==> src/rtl/wb_arbiter_pkg.sv <==
// Shared widths and the write-back request record
// used by the write-back arbiter and its result queue.
package wb_arbiter_pkg;

    localparam int REG_ADDR_W = 5;
    localparam int DATA_W     = 32;
    localparam int NUM_REGS   = 32;

    typedef struct packed {
        logic [REG_ADDR_W-1:0] waddr;
        logic [DATA_W-1:0]     wdata;
    } wb_req_t;

    function automatic logic [NUM_REGS-1:0] reg_onehot(
        input logic [REG_ADDR_W-1:0] addr
    );
        return NUM_REGS'(1) << addr;
    endfunction

endpackage

==> src/rtl/wb_fifo.sv <==
// Result queue for long-latency write-backs.
// Storage is not reset; only pointers and occupancy are.
module wb_fifo
    import wb_arbiter_pkg::*;
#(
    parameter int DEPTH = 4
) (
    input  logic       clk,
    input  logic       reset,
    input  logic       push,
    input  logic       pop,
    input  wb_req_t    push_data,
    output wb_req_t    head,
    output logic       full,
    output logic       empty,
    output logic [3:0] count
);

    localparam int PW = (DEPTH > 1) ? $clog2(DEPTH) : 1;

    wb_req_t       mem [DEPTH];
    logic [PW-1:0] wptr;
    logic [PW-1:0] rptr;
    logic          do_push;
    logic          do_pop;

    assign full    = (count == 4'(DEPTH));
    assign empty   = (count == 4'd0);
    assign do_push = push && !full;
    assign do_pop  = pop && !empty;
    assign head    = mem[rptr];

    always_ff @(posedge clk) begin
        if (do_push) begin
            mem[wptr] <= push_data;
        end
    end

    // DEPTH is a power of two, so pointer overflow is the wrap
    always_ff @(posedge clk or negedge reset) begin
        if (!reset) begin
            wptr  <= '0;
            rptr  <= '0;
            count <= 4'd0;
        end else begin
            if (do_push) begin
                wptr <= wptr + 1'b1;
            end
            if (do_pop) begin
                rptr <= rptr + 1'b1;
            end
            unique case ({do_push, do_pop})
                2'b10:   count <= count + 4'd1;
                2'b01:   count <= count - 4'd1;
                default: count <= count;
            endcase
        end
    end

endmodule

==> src/rtl/wb_arbiter.sv <==
// Register-file write-back arbiter: ALU first, then queued
// long-latency results, with a busy scoreboard and starvation stall.
module wb_arbiter
    import wb_arbiter_pkg::*;
#(
    parameter int FIFO_DEPTH   = 4,
    parameter int STARVE_LIMIT = 4
) (
    input  logic                  clk,
    input  logic                  reset,
    input  logic                  alu_we,
    input  logic [REG_ADDR_W-1:0] alu_waddr,
    input  logic [DATA_W-1:0]     alu_wdata,
    input  logic                  lu_valid,
    output logic                  lu_ready,
    input  logic [REG_ADDR_W-1:0] lu_waddr,
    input  logic [DATA_W-1:0]     lu_wdata,
    input  logic                  issue_we,
    input  logic [REG_ADDR_W-1:0] issue_waddr,
    output logic                  rf_we,
    output logic [REG_ADDR_W-1:0] rf_waddr,
    output logic [DATA_W-1:0]     rf_wdata,
    output logic [NUM_REGS-1:0]   busy_mask,
    output logic                  stall_req,
    output logic [3:0]            fifo_count
);

    localparam int WW = $clog2(STARVE_LIMIT + 1);
    localparam logic [WW-1:0] WAIT_LIMIT = WW'(STARVE_LIMIT);

    wb_req_t             lu_req;
    wb_req_t             head;
    logic                fifo_full;
    logic                fifo_empty;
    logic                alu_sel;
    logic                pop;
    logic                push;
    logic [NUM_REGS-1:0] busy_next;
    logic [WW-1:0]       wait_cnt;
    logic [WW-1:0]       wait_next;

    assign lu_ready = !fifo_full;
    assign alu_sel  = alu_we && (alu_waddr != '0);
    assign pop      = !alu_sel && !fifo_empty;
    // r0 results complete the handshake but never occupy a slot
    assign push     = lu_valid && lu_ready && (lu_waddr != '0);

    assign lu_req.waddr = lu_waddr;
    assign lu_req.wdata = lu_wdata;

    wb_fifo #(
        .DEPTH (FIFO_DEPTH)
    ) u_fifo (
        .clk       (clk),
        .reset     (reset),
        .push      (push),
        .pop       (pop),
        .push_data (lu_req),
        .head      (head),
        .full      (fifo_full),
        .empty     (fifo_empty),
        .count     (fifo_count)
    );

    // a new issue to a register outranks its retiring write
    always_comb begin
        busy_next = busy_mask;
        if (pop) begin
            busy_next = busy_next & ~reg_onehot(head.waddr);
        end
        if (issue_we && (issue_waddr != '0)) begin
            busy_next = busy_next | reg_onehot(issue_waddr);
        end
        busy_next[0] = 1'b0;
    end

    always_comb begin
        wait_next = wait_cnt;
        if (fifo_empty || pop) begin
            wait_next = '0;
        end else if (wait_cnt != WAIT_LIMIT) begin
            wait_next = wait_cnt + 1'b1;
        end
    end

    always_ff @(posedge clk or negedge reset) begin
        if (!reset) begin
            rf_we     <= 1'b0;
            rf_waddr  <= '0;
            rf_wdata  <= '0;
            busy_mask <= '0;
            wait_cnt  <= '0;
            stall_req <= 1'b0;
        end else begin
            if (alu_sel) begin
                rf_we    <= 1'b1;
                rf_waddr <= alu_waddr;
                rf_wdata <= alu_wdata;
            end else if (pop) begin
                rf_we    <= 1'b1;
                rf_waddr <= head.waddr;
                rf_wdata <= head.wdata;
            end else begin
                rf_we    <= 1'b0;
            end
            busy_mask <= busy_next;
            wait_cnt  <= wait_next;
            stall_req <= (wait_next >= WAIT_LIMIT);
        end
    end

endmodule
==> config.mk <==
export PLATFORM = sky130hd
export DESIGN_NAME = wb_arbiter
export DESIGN_NICKNAME = d
export VERILOG_FILES = /design/src/rtl/wb_arbiter_pkg.sv /design/src/rtl/wb_fifo.sv /design/src/rtl/wb_arbiter.sv
export SDC_FILE = /design/constraint.sdc
export NUM_CORES = 1
export LEC_CHECK = 0
export ABC_AREA = 1
export CORE_MARGIN = 2
export CORE_UTILIZATION = 52
export CTS_CLUSTER_DIAMETER = 100
export DETAILED_ROUTE_END_ITERATION = 8
export MAX_ROUTING_LAYER = met4
export PLACE_DENSITY = 0.9
export SYNTH_ARGS = -nofsm -noshare
export SYNTH_HDL_FRONTEND = slang
export SYNTH_HIERARCHICAL = 1
export SYNTH_SLANG_ARGS = --single-unit
==> constraint.sdc <==
create_clock -name clk -period 5.25 [get_ports clk]
set_input_delay 1.05 -clock clk [delete_from_list [all_inputs] [get_ports clk]]
set_output_delay 1.05 -clock clk [all_outputs]
set_load 0.05 [all_outputs]
Yosys cells after proc, flatten, opt, wreduce, memory -nomap -nowiden
Memory sizes are Yosys's and may differ from the RTL's.
Cells that the tools add are included.
Widths: inputs -> output; s select.
{"block": "word_totals", "ff_bits": 81, "ramBits": 148, "input_bits": 84, "out_inout_bits": 76, "word_cells": 55, "mem_count": 1}
{"block": "classes", "add_sub_neg": 5, "n_lt_le_gt_ge": 1, "eq_ne": 4, "shifts": 2, "mux": 13, "bitwise_logic": 3, "n_reduce_logical": 17}
{"memory": "u_fifo.mem", "depth": 4, "width": 37, "rd": 1, "rd_ports_with_merged_regs": 0, "write_ports": 1, "line_no": "wb_fifo.sv:21", "text": "wb_req_t mem [DEPTH];"}
{"operator": "$mux 32", "n": 4}
{"operator": "$shl 1x5->32 const A", "n": 2}
{"operator": "$and 32x32->32", "n": 1}
{"operator": "$not 32->32", "n": 1}
{"operator": "$or 32x32->32", "n": 1}
{"operator": "$reduce_bool 5->1", "n": 3}
{"operator": "$mux 5", "n": 2}
{"operator": "$pmux 4 s2", "n": 1}
{"operator": "$logic_and 1x1->1", "n": 7}
{"operator": "$mux 3", "n": 2}
{"operator": "$add 2x1->2 const B", "n": 2}
{"operator": "$add 4x1->4 const B", "n": 1}
{"operator": "$eq 4x3->1 const B", "n": 1}
{"operator": "$logic_not 4->1", "n": 1}
{"operator": "$mux 1", "n": 4}
{"operator": "$reduce_bool 2->1", "n": 2}
{"operator": "$sub 4x1->4 const B", "n": 1}
{"operator": "$add 3x1->3 const B", "n": 1}
{"operator": "$ge 3x3->1 const B", "n": 1}
{"operator": "$logic_not 1->1", "n": 3}
{"operator": "$ne 3x3->1 const B", "n": 1}
{"operator": "$eq 2x1->1 const B", "n": 1}
{"operator": "$eq 2x2->1 const B", "n": 1}
{"operator": "$logic_or 1x1->1", "n": 1}

Logic depth before layout (Yosys ltp)
Gate-level depths: netlist of run 1.
{"block": "logic_depth", "word_depth": 7, "ltp_mapped": 15, "depth_no_buf": 15}

Modules after synthesis
The synthesis of run 1 kept the hierarchy.
{"mod": "wb_fifo", "instances": 1, "cells_per_inst": 426, "area_per_inst_um2": 6182.2, "seq_area_each_um2": 4644.5}
{"mod": "wb_arbiter", "instances": 1, "cells_per_inst": 494, "area_per_inst_um2": 3796.1, "seq_area_each_um2": 1801.7}

Worst setup path after synthesis of run 1
Ideal clock, no wire load.
{"block": "synth_path", "path_kind": "register to register", "from": "reg u_fifo.count[1]", "to": "mem u_fifo/mem[0][0] in the netlist's numbering (enable)", "setup_ps": 431, "arrival_ps": 3181, "t_required_ps": 4819, "setup_slack_ps": 1637, "stages_incl_launch_ff": 9, "path_buffers": 0, "path_cell_list": "dfrtp_1 > nor2_1 > nand3_1 > inv_1 > inv_1 > nand3_1 > inv_1 > nand2_2 > nor2_1"}
{"block": "synth_between", "elab_chain_len": 7}
{"item": "start, declared", "line_no": "wb_fifo.sv:16", "text": "output logic [3:0] count"}
{"item": "start signal, assigned", "line_no": "wb_fifo.sv:53", "text": "2'b10: count <= count + 4'd1;"}
{"item": "start signal, assigned", "line_no": "wb_fifo.sv:54", "text": "2'b01: count <= count - 4'd1;"}
{"item": "start signal, assigned", "line_no": "wb_fifo.sv:55", "text": "default: count <= count;"}
{"item": "$eq 4x3->1", "line_no": "wb_fifo.sv:27", "text": "assign full = (count == 4'(DEPTH));"}
{"item": "via fifo_full", "line_no": "wb_arbiter.sv:33", "text": "logic fifo_full;"}
{"item": "$logic_not 1->1", "line_no": "wb_arbiter.sv:42", "text": "assign lu_ready = !fifo_full;"}
{"item": "via lu_ready", "line_no": "wb_arbiter.sv:15", "text": "output logic lu_ready,"}
{"item": "$logic_and 1x1->1 (2 in a row)", "line_no": "wb_arbiter.sv:46", "text": "assign push = lu_valid && lu_ready && (lu_waddr != '0);"}
{"item": "via push", "line_no": "wb_arbiter.sv:37", "text": "logic push;"}
{"item": "$logic_and 1x1->1", "line_no": "wb_fifo.sv:29", "text": "assign do_push = push && !full;"}
{"item": "$mux 1", "line_no": "wb_fifo.sv:34", "text": "if (do_push) begin"}
{"item": "$mux 1 (not written as such)", "line_no": "wb_fifo.sv:35", "text": "mem[wptr] <= push_data;"}
{"item": "end, declared", "line_no": "wb_fifo.sv:21"}
The timed path passes the listed nets, and every way through them passes these cells.

==> results of run 1 <==
[worst paths after layout]
| kind | slack (ns) | startpoint | cells past startpoint | endpoint |
|---|---|---|---|---|
| min reg2reg | 0.51 | busy_mask[8] | 2 | busy_mask[8] |
| min | 0.51 | busy_mask[8] | 2 | busy_mask[8] |
| max reg2reg | 2.09 | u_fifo/rptr[1] | 8 | busy_mask[6] |
| max in group asynchronous | 3.73 | reset | 2 | u_fifo/rptr[0] |
| max | 2.09 | u_fifo/rptr[1] | 8 | busy_mask[6] |
| min in group asynchronous | 0.57 | reset | 1 | rf_wdata[28] |
[area by class of cell]
type	instances	share of cell area, %
Antenna cell	1	0.0202
Inverter	58	1.80
Sequential cell	228	52.0
Multi-Input combinational cell	579	24.2
Clock buffer	26	4.90
Clock inverter	15	1.35
Timing Repair Buffer	167	13.3
Tap cell	234	2.36
[cells in the mapped netlist (all sizes together)]
library cell    n  area [µm²]
o21bai         17         128
o22ai          37         294
nor3            9        45.0
xnor2           2        17.5
nand4          18         113
nor2          109         502
edfxtp        148        4440
xor2            3        26.3
or2             4        25.0
buf            42         294
a21oi           3        18.8
dfrtp          80        2000
clkbuf         13        50.0
conb            1        3.75
inv            58         223
ha              9         113
nand3         130         656
o21ai          77         393
fa              1        20.0
nand2         159         612
[logic make-up (layout without fill, tap and decap cells)]
kind of cell	after synthesis	in the layout	synth area share [%]
DFF	228	228	64.6
buffers and inverters	113	266	5.68
other	1	2	0.0376
xor gates and xnor gates	5	5	0.439
and+or+nand+nor	429	429	19.6
AOI/OAI and AO/OA	134	134	8.35
adders and majority gates	10	10	1.33
[stage by stage]
step | total power [mW] | utilization (%)
after floorplan | 5.18 | -
after global placement | 6.15 | 61.9
after detailed placement | 6.24 | 61.9
after CTS | 7.93 | 66.0
after global routing | 8.34 | 66.0
final | 7.93 | 66.0
[worst max-delay path, delay by kind of cell (launching register included)]
kind	cells	cell delay, ns
simple gates	3	0.42
buf+inv	2	1.09
compound gates	3	1.15
flops	1	0.38
[power breakdown]
| group | total (mW) | internal, mW | switching (mW) |
|---|---|---|---|
| clock network | 1.67 | 0.985 | 0.687 |
| logic | 3.54 | 1.06 | 2.47 |
| registers | 2.72 | 2.46 | 0.255 |
[layer usage]
metal / share of wire (%) / global-route usage, %
met1: 39 / 30.7
met2: 50 / 41.5
met3: 8.2 / 3.70
met4: 2.1 / 6.62
met5: 0 / -
[state kept, by name, summed over array words and instances (netlist names)]
signal	flops
busy_mask	31
stall_req	1
rf_wdata	32
u_fifo/wptr	2
u_fifo/count	4
rf_waddr	5
u_fifo/mem	148
rf_we	1
u_fifo/rptr	2
wait_cnt	2
==> impl_metrics.csv, run 1 <==
group,metric,value,unit
grt,grt_start_max_net_pins,76,
place,port_buffers,158,
run,maxCapViolations,0,
timing,period_needed,3.16,ns
timing,finClkSkew,0.0114,ns
routing,dr.pass1.iters,7,
finish,final_area,0.0124,mm²
floorplan,die_area,0.0203,mm²
timing,finalMaxSlewViolations,0,
finish,stdcell_count,1308,
routing,wl_per_cell,18.3,µm
finish,drive_gt1_share,8.39,%
power_and_ir_drop,powerDensity,640,mW/mm²
routing,drc_errors,0,
yosys,syn_avg_cell_area,10.8,µm²
clocking,cts_root_buf,"clkbuf_16",
place,dpl-instance-area,0.0116,mm²
run_status,outcome,"finished clean",
timing,tns,0,ns
clocking,post-cts-setup-buffer-count,0,
finish,regArea,0.00645,mm²
setup_path,cp_slowest_stage_delay,0.86,ns
yosys,synthesis.nets,1014,
timing,post-route-period-util,60.2,%
grt,overflow,0,
setup_path,critPathLaunchType,"flip-flop",
place,dp.cells,1266,
timing,worst-slew-pin-transition,1.21,ns
clocking,cts_sinks,228,
routing,vias,7476,
clocking,hold_buffers,0,
grt,antenna_found_initial,1,
finish,fill_cells,1352,
timing,whs,0.507,ns
floorplan,core.rowCount,50,
setup_path,critPathArrivalTime,3.55,ns
place,gp_congestion,0.838,
setup_path,slowest_stage,"inv_1",
setup_path,cp_cell_sequence,"inv_1 -> o21ai_0 -> o22ai_1 -> inv_1 -> nor2_1 -> nand4_1 -> o21bai_1 -> nand2_1",
floorplan,die_h,143,µm
finish,area_delta_synth_final,24.2,%
yosys,ys_types,37,
setup_path,worst-path-max-fanout,37,
clocking,path_clk_slew,0.07,ns
timing,fmax,316,MHz
timing,setup_ws,2.09,ns
clocking,clk_latency,0.51,ns
finish,multi_input_area,0.00300,mm²
yosys,ys_seq_area_share,64.6,%
routing,drt_wl_total,24.0,mm
timing,finalSetupViolCount,0,
setup_path,endpoint_kind,"flip-flop",
timing,hold_viol,0,
clocking,clockBufferDepth,3,
yosys,ys_seq_elements,228,
finish,layout_commonest_cell,"clkdlybuf4s50_1",
min_path,min_path_type,"flip-flop to flip-flop",
yosys,syn_area,0.00998,mm²
power_and_ir_drop,p_leak,4.78,nW
place,pre_cts_ws,1.74,ns
routing,viasPerCell,5.72,
grt,grt_pass1_vias,7319,
timing,slew_headroom,19.1,%
setup_path,cpMostUsedCell,"inv_1",
clocking,htree_levels,1,
setup_path,cp.required,5.64,ns
timing,grt_setup_unrepaired,"no",
clocking,cts_resized,0,
grt,grt_pass1_wl,37.6,mm
setup_path,worstSetupPathType,"flip-flop to flip-flop",
finish,final_cell_mix,"clkdlybuf4s50_1, nand2_1, edfxtp_1, nand3_1, nor2_1",
yosys,syn_inst,920,
grt,track_usage,24.4,%
floorplan,core_area,0.0188,mm²
routing,ant_nets,0,
power_and_ir_drop,ir_drop,0.326,mV
clocking,cts_tree,"yes",
floorplan,num_io_pins,160,
clocking,cts_made_buffers,23,
place,dp.final_hpwl,14.5,mm
floorplan,die_w,143,µm
finish,final_nets,1151,
routing,drtIter0Drc,574,
yosys,yosys_warnings,6,
floorplan,initial_core_util,53.2,%
Note: power is estimated with default switching activity, not from simulation.
==> run 2: changes to the inputs <==
==> constraint.sdc (replaced) <==
create_clock -name clk -period 3.12 [get_ports clk]
set_input_delay 0.624 -clock clk [delete_from_list [all_inputs] [get_ports clk]]
set_output_delay 0.624 -clock clk [all_outputs]
set_load 0.05 [all_outputs]
==> run 2 against run 1 <==
Compared with the run above: clock-buffer cell count is the same; register-to-register slack lost 1.5 ns; final cell count grew 1.1%; worst hold slack lost 0.38 ns; first-iteration DRC count grew 10%; via count is essentially flat; combinational power grew 70%; sequential power grew 69%; critical endpoint is now lu_ready; largest cell class unchanged; highest routed layer unchanged.
==> impl_metrics.csv, run 2 (synthesis results as in run 1) <==
group,metric,value,unit
setup_path,path_delay_family,"buffers and inverters",
timing,hold_viol,0,
place,dp.final_hpwl,15.0,mm
power_and_ir_drop,pwr-share-comb,44.4,%
power_and_ir_drop,p_sw_share,42.4,%
grt,antenna_found_initial,0,
floorplan,die_h,143,µm
timing,grt_setup_unrepaired,"no",
grt,overflow,0,
finish,final_nets,1165,
floorplan,num_io_pins,160,
timing,period_needed,2.82,ns
grt,grt_pass1_wl,37.4,mm
finish,top_register,"u_fifo/mem",
floorplan,core.rowCount,50,
place,gp_congestion,0.882,
clocking,cts_resized,0,
power_and_ir_drop,p_leak,4.88,nW
power_and_ir_drop,power.total,13.6,mW
clocking,hold_buffers,0,
power_and_ir_drop,p_seq_share,33.9,%
floorplan,core_area,0.0188,mm²
clocking,htree_levels,1,
power_and_ir_drop,clkPwrFrac,21.7,%
grt,grt_pass1_vias,7351,
finish,stdcell_count,1322,
finish,reg_top3,"u_fifo/mem x148, rf_wdata x32, busy_mask x31",
grt,grt_start_max_net_pins,68,
min_path,min_path_type,"primary input to asynchronous set/reset pin",
clocking,clk_latency,0.50,ns
routing,dr.pass1.iters,5,
clocking,cts_root_buf,"clkbuf_16",
finish,area_delta_synth_final,25.8,%
run,maxCapViolations,0,
finish,antenna_cells,0,
finish,largest_reg_flops,148,
finish,fill_cells,1362,
timing,post-route-period-util,90.5,%
floorplan,die_area,0.0203,mm²
finish,drive_gt1_share,9.83,%
clocking,cts_tree,"yes",
routing,viasPerCell,5.65,
setup_path,cp_slowest_stage_delay,0.81,ns
routing,wl_per_cell,18.2,µm
routing,vias,7471,
routing,ant_nets,0,
floorplan,initial_core_util,53.2,%
timing,finClkSkew,0.0114,ns
clocking,clockBufferDepth,3,
timing,fmax,354,MHz
clocking,post-cts-setup-buffer-count,0,
routing,drc_errors,0,
power_and_ir_drop,internal_power,7.81,mW
setup_path,cp_cell_sequence,"nor2_1 -> nand3_1 -> inv_1 -> inv_1 -> clkdlybuf4s50_1",
run_status,outcome,"finished clean",
setup_path,worst-path-max-fanout,5,
place,port_buffers,158,
clocking,cts_sinks,228,
timing,finalSetupViolCount,0,
routing,drtIter0Drc,634,
grt,track_usage,24.3,%
setup_path,critPathArrivalTime,2.20,ns
routing,drt_wl_total,24.1,mm
setup_path,cpMostUsedCell,"inv_1",
clocking,path_clk_slew,0.06,ns
place,pre_cts_ws,0.302,ns
timing,setup_ws,0.297,ns
clocking,cts_made_buffers,23,
finish,layout_commonest_cell,"clkdlybuf4s50_1",
setup_path,worst-path-buf-inv,3,
setup_path,slowest_stage,"clkdlybuf4s50_1",
floorplan,die_w,143,µm
timing,finalMaxSlewViolations,0,
timing,whs,0.128,ns
timing,slew_headroom,51.0,%
timing,tns,0,ns
power_and_ir_drop,powerDensity,1080,mW/mm²
setup_path,critPathLaunchType,"flip-flop",
timing,worst-slew-pin-transition,0.734,ns
setup_path,cp.required,2.50,ns
finish,final_cell_mix,"clkdlybuf4s50_1, nand2_1, edfxtp_1, nand3_1, nor2_1",
setup_path,endpoint_kind,"output port",
place,dp.cells,1280,
power_and_ir_drop,ir_drop,0.555,mV
setup_path,worstSetupPathType,"flip-flop to output port",
power_and_ir_drop,switchingPower,5.75,mW
run 2: cell types whose count changed in the layout (fill, tap and decap cells not counted), sizes merged:
cell and delta:
inv -1, clkinvlp -1, buf +14, diode -1
bufinv +2, clkinv +1
run 2: power groups by stage:
stage                     registers (mW)  clock network [mW]  logic, mW
final                               4.59                2.94       6.02
after global placement              4.60                   0       5.83
after detailed placement            4.63                   0       5.98
after global routing                4.67                3.12       6.45
after CTS                           4.59                2.99       6.02
after floorplan                     6.08                   0       2.63
run 2: final timing paths:
check                                 from             to  slack [ns]  depth (start not counted)
max                        u_fifo/count[1]       lu_ready        0.30                          5
min                                  reset   rf_wdata[28]        0.13                          1
max reg2reg                u_fifo/count[1]  busy_mask[14]        0.61                          8
min reg2reg                   busy_mask[4]   busy_mask[4]        0.51                          2
max in group asynchronous            reset   rf_wdata[27]        2.30                          2
min in group clk              busy_mask[4]   busy_mask[4]        0.51                          2
run 2: stage by stage:
step | utilization [%] | area (µm²)
finish | 66.9 | 12600
floorplan | - | 9980
global route | 66.9 | 12600
global placement | 62.5 | 11700
CTS | 66.9 | 12600
detailed placement | 62.5 | 11700
run 2: final cells by class:
| type | instances | area [µm²] | area share, % |
|---|---|---|---|
| flip-flops and latches | 228 | 6450 | 51.4 |
| multi-input cells | 579 | 3000 | 23.9 |
| repair buffers | 181 | 1760 | 14.1 |
| clock buffers | 26 | 607 | 4.83 |
| well taps | 234 | 293 | 2.33 |
| inverters | 58 | 223 | 1.77 |
| clock inverters | 16 | 216 | 1.72 |
run 2: per-layer routing:
| layer | vias to the layer above | wire length (µm) | global-route usage (%) |
|---|---|---|---|
| li1 | 3493 | - | - |
| met1 | 3582 | 9510 | 30.1 |
| met2 | 346 | 12100 | 40.6 |
| met3 | 50 | 1960 | 4.74 |
| met4 | 0 | 522 | 7.71 |
| met5 | - | 0 | - |
